==> src/rtl/axi4_master_engine.sv <==
// Single-outstanding AXI4 initiator: one write (AW/W/B) or read (AR/R) burst per command,
// with streaming local write source / read sink and a per-command completion status.
module axi4_master_engine #(
  parameter int unsigned DATA_WIDTH = 32,
  parameter int unsigned ADDR_WIDTH = 16
) (
  input  logic                  ACLK,
  input  logic                  ARESET,
  input  logic                  cmd_valid,
  output logic                  cmd_ready,
  input  logic                  cmd_write,
  input  logic [ADDR_WIDTH-1:0] cmd_addr,
  input  logic [7:0]            cmd_len,
  input  logic [2:0]            cmd_size,
  input  logic [DATA_WIDTH-1:0] wr_data,
  input  logic                  wr_valid,
  output logic                  wr_ready,
  output logic [DATA_WIDTH-1:0] rd_data,
  output logic                  rd_valid,
  output logic                  rd_last,
  input  logic                  rd_ready,
  output logic                  done_valid,
  output logic [1:0]            done_resp,
  output logic                  done_err,
  output logic [ADDR_WIDTH-1:0] AWADDR,
  output logic [7:0]            AWLEN,
  output logic [2:0]            AWSIZE,
  output logic                  AWVALID,
  input  logic                  AWREADY,
  output logic [DATA_WIDTH-1:0] WDATA,
  output logic                  WLAST,
  output logic                  WVALID,
  input  logic                  WREADY,
  input  logic [1:0]            BRESP,
  input  logic                  BVALID,
  output logic                  BREADY,
  output logic [ADDR_WIDTH-1:0] ARADDR,
  output logic [7:0]            ARLEN,
  output logic [2:0]            ARSIZE,
  output logic                  ARVALID,
  input  logic                  ARREADY,
  input  logic [DATA_WIDTH-1:0] RDATA,
  input  logic [1:0]            RRESP,
  input  logic                  RLAST,
  input  logic                  RVALID,
  output logic                  RREADY
);

  localparam logic [2:0] MaxSize = 3'($clog2(DATA_WIDTH / 8));

  typedef enum logic [2:0] {
    StIdle, StWaddr, StWdata, StWresp, StRaddr, StRdata, StDone
  } state_e;

  state_e                state_q, state_d;
  logic [ADDR_WIDTH-1:0] addr_q, addr_d;
  logic [7:0]            len_q, len_d;
  logic [7:0]            beat_q, beat_d;
  logic [2:0]            size_q, size_d;
  logic                  bad_q, bad_d;
  logic [1:0]            resp_q, resp_d;
  logic                  err_q, err_d;
  logic                  last_beat;
  logic                  size_bad;

  assign last_beat = (beat_q == len_q);
  assign size_bad  = (cmd_size > MaxSize);

  always_ff @(posedge ACLK or posedge ARESET) begin
    if (ARESET) begin
      state_q <= StIdle;
      addr_q  <= '0;
      len_q   <= '0;
      beat_q  <= '0;
      size_q  <= '0;
      bad_q   <= 1'b0;
      resp_q  <= '0;
      err_q   <= 1'b0;
    end else begin
      state_q <= state_d;
      addr_q  <= addr_d;
      len_q   <= len_d;
      beat_q  <= beat_d;
      size_q  <= size_d;
      bad_q   <= bad_d;
      resp_q  <= resp_d;
      err_q   <= err_d;
    end
  end

  always_comb begin
    state_d    = state_q;
    addr_d     = addr_q;
    len_d      = len_q;
    beat_d     = beat_q;
    size_d     = size_q;
    bad_d      = bad_q;
    resp_d     = resp_q;
    err_d      = err_q;
    cmd_ready  = 1'b0;
    AWVALID    = 1'b0;
    WVALID     = 1'b0;
    wr_ready   = 1'b0;
    BREADY     = 1'b0;
    ARVALID    = 1'b0;
    RREADY     = 1'b0;
    rd_valid   = 1'b0;
    done_valid = 1'b0;

    unique case (state_q)
      StIdle: begin
        cmd_ready = ~ARESET;
        if (cmd_valid) begin
          addr_d  = cmd_addr;
          len_d   = cmd_len;
          size_d  = cmd_size;
          beat_d  = '0;
          bad_d   = size_bad;
          resp_d  = size_bad ? 2'b10 : 2'b00;
          err_d   = 1'b0;
          state_d = cmd_write ? StWaddr : StRaddr;
        end
      end
      // An oversized beat skips the bus entirely but still costs this one cycle.
      StWaddr: begin
        if (bad_q) begin
          state_d = StDone;
        end else begin
          AWVALID = 1'b1;
          if (AWREADY) state_d = StWdata;
        end
      end
      StWdata: begin
        WVALID   = wr_valid;
        wr_ready = WREADY;
        if (wr_valid && WREADY) begin
          beat_d = beat_q + 8'd1;
          if (last_beat) state_d = StWresp;
        end
      end
      StWresp: begin
        BREADY = 1'b1;
        if (BVALID) begin
          if (BRESP > resp_q) resp_d = BRESP;
          state_d = StDone;
        end
      end
      StRaddr: begin
        if (bad_q) begin
          state_d = StDone;
        end else begin
          ARVALID = 1'b1;
          if (ARREADY) state_d = StRdata;
        end
      end
      // Beat count, not RLAST, ends the burst; a disagreeing RLAST is only flagged.
      StRdata: begin
        RREADY   = rd_ready;
        rd_valid = RVALID;
        if (RVALID && rd_ready) begin
          if (RRESP > resp_q) resp_d = RRESP;
          if (RLAST != last_beat) err_d = 1'b1;
          beat_d = beat_q + 8'd1;
          if (last_beat) state_d = StDone;
        end
      end
      StDone: begin
        done_valid = 1'b1;
        state_d    = StIdle;
      end
      default: state_d = StIdle;
    endcase
  end

  assign AWADDR    = addr_q;
  assign AWLEN     = len_q;
  assign AWSIZE    = size_q;
  assign ARADDR    = addr_q;
  assign ARLEN     = len_q;
  assign ARSIZE    = size_q;
  assign WDATA     = wr_data;
  assign WLAST     = (state_q == StWdata) && last_beat;
  assign rd_data   = RDATA;
  assign rd_last   = (state_q == StRdata) && last_beat;
  assign done_resp = resp_q;
  assign done_err  = err_q;

endmodule

==> config.mk <==
export PLATFORM = sky130hd
export DESIGN_NAME = axi4_master_engine
export DESIGN_NICKNAME = d
export VERILOG_FILES = /design/src/rtl/axi4_master_engine.sv
export SDC_FILE = /design/constraint.sdc
export NUM_CORES = 1
export LEC_CHECK = 0
export ABC_AREA = 0
export CELL_PAD_IN_SITES_DETAIL_PLACEMENT = 1
export CELL_PAD_IN_SITES_GLOBAL_PLACEMENT = 2
export CORE_ASPECT_RATIO = 1.25
export CORE_MARGIN = 4
export CORE_UTILIZATION = 16
export CTS_BUF_LIST = sky130_fd_sc_hd__clkbuf_8
export CTS_CLUSTER_SIZE = 25
export DETAILED_ROUTE_END_ITERATION = 8
export PLACE_DENSITY_LB_ADDON = 0.1
export SETUP_SLACK_MARGIN = 0.02
export SLEW_MARGIN = 20
export SYNTH_ARGS = -nofsm -noshare
export SYNTH_HDL_FRONTEND = slang
export SYNTH_SLANG_ARGS = --single-unit
==> constraint.sdc <==
create_clock -name ACLK -period 1.82 [get_ports ACLK]
set_input_delay 0.364 -clock ACLK [delete_from_list [all_inputs] [get_ports ACLK]]
set_output_delay 0.364 -clock ACLK [all_outputs]
set_load 0.02 [all_outputs]
==> impl_metrics.ini <==
[worst_setup_path]
crit_fanout = 2
crit_chain = xor2_1 -> nor4_2 -> buf_4 -> nand2_4 -> buf_6 -> nor2_4 -> buf_6
cp_num_buf_inv = 3
crit_family = buffers and inverters
path_common_cell = buf_6
max_stage_delay_ns = 0.40
crit_required_ns = 1.46
critical_path_class = reg2out
worst_setup_path_end_kind = primary output
crit_arrival_ns = 1.67
critPathSlowestCell = dfrtp_1
critPathLaunchType = flip-flop

[synthesis]
yosysWarnings = 0
synth.distinct_cells = 48
netlist_area_um2 = 2928
synth_top_area_cell = dfrtp_1
yosysSeqAreaShare_pct = 35.90
yosys-top-cells-area = dfrtp_1 36%, buf_4 24%, mux2_2 10%, xor2_1 3.0%, o21ai_0 2.2%
avgSynthCellArea_um2 = 9.925
synth_nets = 407
synth_top_area_share_pct = 35.90
synth-seq-cells = 42
synth_cells = 295

[finish]
area_delta_synth_final_pct = 63.63
antenna_cells = 0
finalNetCount = 508
layout_common_cells = 83 x clkdlybuf4s50_1, 64 x buf_4, 39 x dfrtp_1
design_area_um2 = 4791
layout_commonest_cell = clkdlybuf4s50_1
drive_gt1_share_pct = 42.57
fillCellCount = 2066

[sta]
fin_crit_ns = 2.032
drv_slew = 0
fmax_ghz = 0.4920
hold_violations = 0
holdWs_ns = 0.5348
final-setup-viol-count = 6
setup_ws_ns = -0.2124
slew_headroom_pct = 74.78
rsz0062_at_grt = yes
timing.final.crit_share_pct = 111.7
fin_skew_ns = 0.009059
tightestPinTransition_ns = 0.3777

[placement]
gp_congestion = 0.7257
dp_slack_ns = -0.4127
post-dp-hpwl_mm = 7.440
port-buffer-count = 110
dpl_cell_area_um2 = 4108

[clock_network]
clk_pin_slew_ns = 0.09
cts.path.max_buffers = 2
cts_made_buffers = 5
htreeDepth = 2
clock-sinks = 42
cts-root-buf = clkbuf_8
cts_tree = built
insertion_delay_ns = 0.30

[job]
cap_violations = 0

[global_route]
track_usage_pct = 9.373
grt_max_degree = 17
first_global_vias = 2670
antenna_found_initial = 0
grt-ovfl-total = 0
grt_first_pass_wirelength_mm = 15.05

[floorplanning]
dieArea_um2 = 20540
core_um2 = 18030
die_y_um = 159.2
start_util_pct = 16.24
rows = 55
ios = 239
fp.dieW_um = 129.0

[drt]
drt_iter0_drc = 48
dr.pass1.iters = 3
vias = 2389
drc = 0
routed_wl_mm = 10.03
wire_per_inst_um = 16.05
antenna_left = 0
vias_per_cell = 3.822

[pwr]
p_per_area_nw_per_um2 = 1725
leakage_nw = 2.211
irDropWorstVdd_uv = 398.4

[run_status]
failed_checks = negative setup slack
status = finished, violations left

[hold_path]
hp-class = reg2reg
[cells by family (layout without fill, tap and decap cells)]
| kind of cell | after synthesis | in the layout | share of synthesized area [%] |
|---|---|---|---|
| mux | 31 | 31 | 11.92 |
| xor+xnor | 11 | 11 | 3.291 |
| buf+inv | 108 | 210 | 26.32 |
| flops | 42 | 42 | 35.90 |
| fa+ha+maj | 5 | 5 | 2.137 |
| simple gates | 58 | 58 | 11.15 |
| compound gates | 40 | 40 | 9.274 |
[sequential cells by signal, indices dropped and copies added, names as in the netlist]
register / cells
ARADDR: 16
ARLEN: 8
ARSIZE: 3
bad_q: 1
beat_q: 8
done_err: 1
done_resp: 2
state_q: 3
[per-stage QoR]
stage	total power [mW]	std cells	utilization (%)	setup TNS (ns)
after floorplan	4.596	295	-	0
after CTS	7.849	618	24.57	-0.7462
after detailed placement	6.682	599	22.78	-5.559
after global placement	6.668	599	22.78	-5.730
final	8.266	625	26.57	-0.6357
after global routing	8.831	625	26.57	-1.616
[worst paths after layout]
path | start | to | slack [ns] | depth (start not counted)
max | ARLEN[6] | rd_last | -0.21 | 7
min | done_err | done_err | 0.53 | 1
max reg2reg | ARLEN[6] | state_q[0] | -0.19 | 9
min reg2reg | done_err | done_err | 0.53 | 1
max in group asynchronous | ARESET | state_q[1] | 0.83 | 4
min in group asynchronous | ARESET | ARADDR[11] | 0.56 | 3
[layer usage]
metal	up-vias	track usage, %	part of all wire, %
met5	-	0	0
met4	0	3.629	1.8
met3	14	1.745	3.6
met2	69	16.44	54
met1	1192	11.15	41
li1	1114	-	-
[report_power, final]
group          switching [mW]  total (mW)  internal (mW)
combinational            2.66        5.92           3.26
clock                   0.357       0.658          0.302
sequential              0.339        1.68           1.34
total                    3.36        8.27           4.91
[worst reg2reg max path, stage by stage, from the launching register on]
cell       delay, ns
dfrtp_1         0.40
xor2_1          0.17
nor4_2          0.25
buf_4           0.17
nand2_4         0.05
buf_6           0.14
buf_4           0.13
buf_6           0.12
a2111oi_4       0.30
mux2i_1         0.22
[cells in the mapped netlist, drive strengths merged]
cell and instances:
o2111ai 1, a31o 2, nand4bb 1, nand2 14, a21boi 2, dfrtp 42, o21ai 13, o32ai 1
a211oi 1, nand3b 3, a2111oi 1, nor2 15, o221ai 1, a31oi 5, and3b 1, o31ai 5
nor3 3, a22o 1, xnor2 1, o21a 1, clkbuf 2, nor4 3, o22ai 1, inv 9
xor2 10, ha 5, mux2 28, nand3 3, nor2b 2, mux2i 3, nand2b 4, and2 1
buf 97, and3 6, o311ai 1, or4 2, a21oi 4
[cell type report]
cell class	instances	area, µm²	area share, %
clock inverter	2	8.758	0.1828
timing repair buffer	193	1912	39.91
multi-input combinational	145	1410	29.43
tap	228	285.3	5.955
clock buffer	6	82.58	1.724
sequential	42	1055	22.02
inverter	9	37.54	0.7835
[timing repair]
action | 4_1_cts | 5_1_grt
pin swaps | 10 | 6
setup buffers | 11 | 5
resized for setup | 93 | 72
endpoints found under the setup margin | 52 | 59
cloned | 1 | 2
hold buffers | 0 | 0
Note: power is estimated with default switching activity, not from simulation.
